`src/rtl/regfile_pkg.sv`:
```
// Shared defaults and types for the integer register file.
package regfile_pkg;

  localparam int unsigned DEF_XLEN            = 32;
  localparam int unsigned DEF_NUM_REGS        = 32;
  localparam int unsigned DEF_NUM_RD          = 2;
  localparam int unsigned DEF_SP_IDX          = 2;
  localparam int unsigned DEF_ADDR_WIDTH_DMEM = 10;
  localparam int unsigned REG_AW              = $clog2(DEF_NUM_REGS);

  typedef logic [REG_AW-1:0]   reg_addr_t;
  typedef logic [DEF_XLEN-1:0] xword_t;

endpackage

```
`src/rtl/regfile_scoreboard.sv`:
```
// Busy bit per register: set on issue, cleared on writeback commit, wiped on flush.
module regfile_scoreboard
  import regfile_pkg::*;
#(
  parameter int unsigned NUM_REGS = DEF_NUM_REGS,
  localparam int unsigned AW      = $clog2(NUM_REGS)
) (
  input  logic                clk,
  input  logic                async_reset,
  input  logic                issue_en,
  input  logic [AW-1:0]       issue_addr,
  input  logic                wr_en,
  input  logic [AW-1:0]       wr_addr,
  input  logic                flush,
  output logic [NUM_REGS-1:0] busy
);

  logic [NUM_REGS-1:0] busy_q;

  // Clear is applied before set so a same-cycle issue to the committing register stays busy.
  always_ff @(posedge clk or negedge async_reset) begin
    if (!async_reset) begin
      busy_q <= '0;
    end else if (flush) begin
      busy_q <= '0;
    end else begin
      if (wr_en && (wr_addr != '0)) busy_q[wr_addr] <= 1'b0;
      if (issue_en && (issue_addr != '0)) busy_q[issue_addr] <= 1'b1;
    end
  end

  assign busy = {busy_q[NUM_REGS-1:1], 1'b0};

endmodule

```
`src/rtl/regfile_bank.sv`:
```
// Integer register file: NUM_RD bypassed combinational read ports, one write port,
// x0 hardwired to zero, stack-pointer reset value and a hazard scoreboard.
module regfile_bank
  import regfile_pkg::*;
#(
  parameter int unsigned XLEN            = DEF_XLEN,
  parameter int unsigned NUM_REGS        = DEF_NUM_REGS,
  parameter int unsigned NUM_RD          = DEF_NUM_RD,
  parameter int unsigned SP_IDX          = DEF_SP_IDX,
  parameter int unsigned ADDR_WIDTH_DMEM = DEF_ADDR_WIDTH_DMEM,
  localparam int unsigned AW             = $clog2(NUM_REGS)
) (
  input  logic                   clk,
  input  logic                   async_reset,
  input  logic [NUM_RD*AW-1:0]   rd_addr,
  output logic [NUM_RD*XLEN-1:0] rd_data,
  output logic [NUM_RD-1:0]      rd_busy,
  input  logic                   wr_en,
  input  logic [AW-1:0]          wr_addr,
  input  logic [XLEN-1:0]        wr_data,
  input  logic                   issue_en,
  input  logic [AW-1:0]          issue_addr,
  input  logic                   flush
);

  // 2**ADDR_WIDTH_DMEM truncated to XLEN bits.
  localparam logic [XLEN-1:0] SP_RST =
    (ADDR_WIDTH_DMEM < XLEN) ? (XLEN'(1) << ADDR_WIDTH_DMEM) : '0;

  logic [XLEN-1:0]     regs_q [NUM_REGS];
  logic [NUM_REGS-1:0] busy;

  always_ff @(posedge clk or negedge async_reset) begin
    if (!async_reset) begin
      for (int i = 0; i < int'(NUM_REGS); i++) regs_q[i] <= '0;
      regs_q[SP_IDX] <= SP_RST;
    end else if (wr_en && (wr_addr != '0)) begin
      regs_q[wr_addr] <= wr_data;
    end
  end

  regfile_scoreboard #(
    .NUM_REGS (NUM_REGS)
  ) u_scoreboard (
    .clk         (clk),
    .async_reset (async_reset),
    .issue_en    (issue_en),
    .issue_addr  (issue_addr),
    .wr_en       (wr_en),
    .wr_addr     (wr_addr),
    .flush       (flush),
    .busy        (busy)
  );

  // A same-cycle commit forwards its data and hides the busy bit it is about to clear.
  for (genvar k = 0; k < int'(NUM_RD); k++) begin : g_rd
    logic [AW-1:0] addr;
    logic          hit;
    assign addr = rd_addr[k*AW +: AW];
    assign hit  = wr_en && (wr_addr == addr);
    assign rd_data[k*XLEN +: XLEN] = (addr == '0) ? '0 : (hit ? wr_data : regs_q[addr]);
    assign rd_busy[k]              = busy[addr] & ~hit;
  end

endmodule

```
`config.mk`:
```
export PLATFORM = sky130hd
export DESIGN_NAME = regfile_bank
export DESIGN_NICKNAME = d
export VERILOG_FILES = /design/src/rtl/regfile_pkg.sv /design/src/rtl/regfile_scoreboard.sv /design/src/rtl/regfile_bank.sv
export SDC_FILE = /design/constraint.sdc
export NUM_CORES = 2
export LEC_CHECK = 0
export CAP_MARGIN = 40
export CORE_UTILIZATION = 60
export CTS_BUF_LIST = sky130_fd_sc_hd__clkbuf_2
export DETAILED_ROUTE_END_ITERATION = 10
export PLACE_DENSITY = 0.87
export SLEW_MARGIN = 20
export SYNTH_ARGS = -nofsm -noshare
export SYNTH_HDL_FRONTEND = slang
export SYNTH_SLANG_ARGS = --single-unit
export TNS_END_PERCENT = 30
```
`constraint.sdc`:
```
create_clock -name clk -period 4.3 [get_ports clk]
set_clock_uncertainty 0.2 [all_clocks]
set_input_delay 0.86 -clock clk [delete_from_list [all_inputs] [get_ports clk]]
set_output_delay 0.86 -clock clk [all_outputs]
set_load 0.02 [all_outputs]
```
[Yosys cells after proc, flatten, opt, wreduce, memory -nomap -nowiden]
Index checks and enable logic that the tools add are counted.
Widths: inputs -> output; s select.
Word-level totals
  bits in registers: 1056
  bits of input ports: 57
  output and inout bits: 66
  word-level logic and storage cells: 91
Cells by class
  $lt $le $gt $ge: 10
  equal/unequal tests: 2
  mux-type cells: 25
  bitwise operators: 10
  reductions and logical operators: 11
Operators with widths (number)
  $bwmux 1024: 1
  $mux 32: 13
  $bmux 32 s5: 2
  $demux 32 s5: 1
  $and 32x32->32: 1
  $not 32->32: 1
  $or 32x32->32: 1
  $lt 5x6->1 const B: 4
  $ge 6x6->1 const B: 3
  $not 5->6: 3
  $bmux 1 s5: 2
  $demux 1 s5: 2
  $eq 5x5->1: 2
  $ge 5x1->1 const B: 2
  $logic_not 5->1: 2
  $reduce_bool 5->1: 2
  $logic_and 1x1->1: 7
  $lt 6x1->1 const B: 1
  $mux 1: 4
  $and 1x1->1: 2
  $not 1->1: 2

[Longest topological paths before layout]
  depth after elaboration: 11
  mapped depth: 9
  gate-level depth less buffers: 5

[Modules after synthesis]
A second synthesis with hierarchy kept.
Second synthesis, totals
  cells, all modules: 3939
  area total of the unflattened synthesis: 56648.1 µm²
By module, submodules not included
  regfile_bank: times used 1, cells an instance 3774, area each 55082.8 µm², sequential area each 25625.8 µm²
  regfile_scoreboard: times used 1, cells an instance 165, area each 1565.3 µm², sequential area each 775.7 µm²

[Least setup slack after synthesis]
No wires, ideal clock.
  path type: input to output
  start point: in rd_addr[1]
  end point: out rd_busy[0]
  arrival time: 2.549 ns
  required time: 3.240 ns
  setup slack: 0.691 ns
  stages on the path: 7
  buffers on the path: 3
  path through: buf_2 > buf_4 > clkbuf_1 > mux4_2 > mux4_2 > mux2i_1 > nor2_1
Between the ends
  word-level cells in the longest chain between the ends: 4
  elaborated cells between the ends (all ways): 6
  classes of those cells: eq/ne: 1; mux: 2; bitwise: 2; reduce/logical: 1
Ends and longest elaborated chain
  start: declaration: RTL line regfile_bank.sv:15  | input logic [NUM_RD*AW-1:0] rd_addr,
  branches (longest 3 deep; another with $bmux 1 s5)
  $and 1x1->1 (*): RTL line regfile_bank.sv:62  | assign rd_busy[k] = busy[addr] & ~hit;
  end: declaration: RTL line regfile_bank.sv:17  | output logic [NUM_RD-1:0] rd_busy,
Mark *: on every way between the ends. The select of a mux whose other input is x is not followed.

[Worst setup path after layout]
  start point: reg u_scoreboard.busy_q[15]
  end point: out rd_busy[0]
Between the ends
  word-level cells in the longest chain between the ends: 3
Ends and longest elaborated chain
  start: declaration: RTL line regfile_scoreboard.sv:18  | logic [NUM_REGS-1:0] busy_q;
  start signal: assignment: RTL line regfile_scoreboard.sv:23  | busy_q <= '0;
  start signal: assignment: RTL line regfile_scoreboard.sv:25  | busy_q <= '0;
  start signal: indexed assignment: RTL line regfile_scoreboard.sv:27  | if (wr_en && (wr_addr != '0)) busy_q[wr_addr] <= 1'b0;
  $bmux 1 s5: RTL line regfile_bank.sv:62
  $mux 1 (not written as such): RTL line regfile_bank.sv:62
  $and 1x1->1: RTL line regfile_bank.sv:62
No other way between the ends. The select of a mux whose other input is x is not followed.

==> impl_results.md <==
* Status: finished, violations left
* Failing checks: hold timing, setup timing
* Unrepaired setup endpoints after global routing: true
* Seq cells post-synth at roughly 1.1k
* Relative contribution of the clock network to total power at 25.9%
* Post-synth ARST share at 100%
* Worst path arrival time at between 3 and 4 ns
* Core Footprint at 93600 µm²
* Number of instances in the synthesized netlist at about 3.9k
* Die area at 96000 µm²
* TritonCTS clock tree: built
* Worst-case setup slack after placement at -0.778 ns
* PortBufs at ~120
* Routed length per instance at roughly 33 µm
* Synthesis Warnings at 0
* GR Util met1 at 50.0%
* Share of final-layout standard cells stronger than drive strength 1 at roughly three fifths
* Final setup violation count at 34
* Maximum ir drop on the vdd rail at a little under 0.0003 V
* Final period util at 106%
* Reg-to-reg critical path startpoint: regs_q[261]
* Nets@finish at about 4.3k
* 1st-pass router iterations at 8
* Launch point of the worst path: u_scoreboard.busy_q[15]
* Count of standard-cell rows at between 100 and 150
* Critical path class: flop to output port
* Share of total power consumed by net switching at 31.7%
* Cell at the root of the clock tree: sky130_fd_sc_hd__clkbuf_2
* Post-route DRC violation count at 0
* Setup WS post-layout at -0.274 ns
* Net Sw Power at 8.55 mW
* Comb pwr share at 25.0%
* Maximum level of the CTS H-tree at 5
* Leading cell types by count after synthesis: 1054 x sky130_fd_sc_hd__dfrtp_1, 934 x sky130_fd_sc_hd__mux2_2, 456 x sky130_fd_sc_hd__mux4_2
* Met2 global-route usage at between 50% and 60%
* Initial detailed-routing violation count at 6148
* Cell area power density at between 400 and 500 nW/µm²
* Global-route wire length before repair at ~270000 µm
* Clock buffer count from CTS at roughly 290
* Tot GR Track Use at between 30% and 40%
* CP Max Fanout at 3
* Leakage power total at a little under 30 nW
* Layout overhead on the synthesized area at 14.5%
* Routed via count at around 42k
* Starting utilization of the core area at about three fifths
* Portion of synthesized cell area occupied by the leading cell type at a little under half
* Maximum capacitance violations at 0
* Sum of routed wire length over all layers at ~190000 µm
* Top flip-flop cell by instance count after synthesis: sky130_fd_sc_hd__dfrtp_1
* Termination of the worst setup path: rd_busy[0]
* Detailed placement HPWL at around 120000 µm
* Routability Congestion at between 0.9 and 1
* Type of destination of the critical path: output port
* Clock-pin slew reported for the worst setup and hold paths after clock tree synthesis at 0.12 ns
* Crit path launch type: flop
* WHS at -0.0368 ns
* Transition time at the pin with the least slew margin at ~1.1 ns
* Depth of the worst register-to-register path at 3
* Endpoints failing hold at 2
* Mean area per synthesized cell at 14.8 µm²
* Clock Sinks at roughly 1.1k
* Worst-case headroom to the max-slew limit at just under 30%
* GRT Max-Usage Layer: met2
* Highest Clock Rate at between 0.2 and 0.25 GHz
* Leading post-synthesis cells by cell area: sky130_fd_sc_hd__dfrtp_1 46%, sky130_fd_sc_hd__mux2_2 18%, sky130_fd_sc_hd__mux4_2 18%, sky130_fd_sc_hd__mux2i_1 4.4%, sky130_fd_sc_hd__a22oi_1 1.9%
* Final slew viol count at 0
* Initial antenna violation count at 4
* Internal power contribution at 18.4 mW
* Buffer depth of the longest clock path at 4
* Worst min path class: input pin to flop
* Vertical extent of the die at between 300 and 400 µm
* Mean number of vias per cell at around 7.4
* Most area-hungry cell type in the Yosys netlist: sky130_fd_sc_hd__dfrtp_1
* Seq/Total Area, Yosys at between 40% and 50%
* Final-layout fill cell count at 5890
* Design Power at 26.9 mW
* Number of global-route vias before repair at between 40k and 50k
* Width of the die at between 300 and 400 µm
* Number of library cell types mapped by synthesis at just over 60
* Final antenna-violating net count at 0
* Data required time at the worst endpoint at about 3.2 ns
* GRT Residual Overflow at 0
* Largest net degree at the start of global routing at between 100 and 150
* Cell with the most instances after synthesis: sky130_fd_sc_hd__dfrtp_1
* Number of top-level pins at between 100 and 150
* Crit Reg-Reg Endpoint: regs_q[261]
* Clock latency on the worst-skew pair at 1.51 ns
* Clock period minus worst slack at roughly 4.6 ns
* Number of flops mapped to enable cells by yosys at 0
* Register-to-register setup slack at roughly 3 ns
* Nets in the synthesized netlist at approximately 4k
* Mapped Area at 56900 µm²
* Fraction of met3 tracks used by global routing at ~14%
* Worst hold path stage count at 6
* Sequential fraction of design power at between 40% and 50%
[how the worst min path moves through the flow]
stage	slack (ns)	startpoint	to
after floorplan	0.24	regs_q[1001]	regs_q[1001]
after global placement	0.18	regs_q[995]	regs_q[995]
after detailed placement	0.18	regs_q[1015]	regs_q[1015]
after CTS	0.01	issue_addr[4]	u_scoreboard.busy_q[19]
after global routing	0.02	wr_addr[4]	u_scoreboard.busy_q[31]
final	-0.04	wr_addr[4]	u_scoreboard.busy_q[30]
[critical path: stages (launching register included)]
cell,delay [ns]
sky130_fd_sc_hd__dfrtp_1,0.43
sky130_fd_sc_hd__mux4_2,0.48
sky130_fd_sc_hd__mux4_2,0.53
sky130_fd_sc_hd__mux2i_4,0.23
sky130_fd_sc_hd__nor2_4,0.09
sky130_fd_sc_hd__buf_6,0.14
[final cells by class]
class | instances | area [µm²] | area share (%)
Multi-Input combinational cell | 2351 | 29200 | 44.9
Antenna cell | 6 | 15.0 | 0.0230
Inverter | 1 | 3.75 | 0.00576
Clock buffer | 408 | 2040 | 3.13
Clock inverter | 32 | 231 | 0.355
Timing Repair Buffer | 551 | 5660 | 8.69
Tap cell | 1254 | 1570 | 2.41
Sequential cell | 1055 | 26400 | 40.5
[cell families (layout without fill, tap and decap cells)]
kind of cell	after synthesis	count (layout)	share of synthesized area (%)
buffers and inverters	445	992	3.75
and+or+nand+nor	254	254	2.18
xor gates and xnor gates	10	10	0.154
AOI/OAI and AO/OA	381	381	4.87
muxes	1706	1706	42.6
DFF	1055	1055	46.4
other	0	6	0
[flip-flops by register name (all words and copies together) (netlist names)]
| register | cells |
|---|---|
| regs_q | 1024 |
| u_scoreboard.busy_q | 31 |
[through the flow]
step | TNS [ns] | cells | cell area [µm²] | util [%] | hold WS [ns]
3_3_place_gp | -31.48 | 5175 | 62000 | 66.2 | 0.178
6_report | -3.03 | 5658 | 65200 | 69.6 | -0.0368
3_5_place_dp | -30.57 | 5177 | 62000 | 66.2 | 0.184
2_1_floorplan | 0 | 3851 | 56900 | - | 0.241
5_1_grt | -4.94 | 5653 | 65100 | 69.6 | 0.0192
4_1_cts | -3.40 | 5642 | 64700 | 69.1 | 0.0138
[power groups by stage]
stage	logic, mW	registers (mW)	clock network, mW
floorplan	4.60	12.8	0
global placement	6.16	13.1	0
detailed placement	6.39	13.3	0
CTS	6.52	13.1	6.93
global route	7.04	13.4	7.47
finish	6.74	13.2	6.96
[placed cells by master (no fill, tap or decap), drive strengths merged, types with 12 or more instances in the layout]
cell           synthesis  final
dlygate4sd3            0     13
clkbuf               200    409
o21ai                 26     26
nand3                 40     40
o221a                 14     14
a22oi                142    142
mux2                 999    999
nor2                  80     80
mux4                 456    456
buf                  244    488
clkinv                 0     24
mux2i                251    251
nor3                  12     12
o22ai                 67     67
clkdlybuf4s50          0     44
nand2                 56     56
a32o                  30     30
nand2b                16     16
a21oi                 47     47
dfrtp               1054   1054
[layer usage]
| metal | wire [µm] | vias to the layer above | part of all wire [%] |
|---|---|---|---|
| met4 | 14000 | 4 | 7.5 |
| met3 | 26300 | 986 | 14 |
| met5 | 103 | - | 0.055 |
| met1 | 64400 | 21300 | 34 |
| met2 | 82600 | 3539 | 44 |
| li1 | - | 15800 | - |
[timing repair]
| action | CTS | global route |
|---|---|---|
| endpoints found under the hold margin | 1086 | 0 |
| buffers inserted | 19 | 13 |
| hold buffers | 14 | 0 |
| setup endpoints to repair | 65 | 65 |
| resized for setup | 380 | 84 |
| pin swaps | 52 | 34 |
Power figures use the tool's default switching activity.
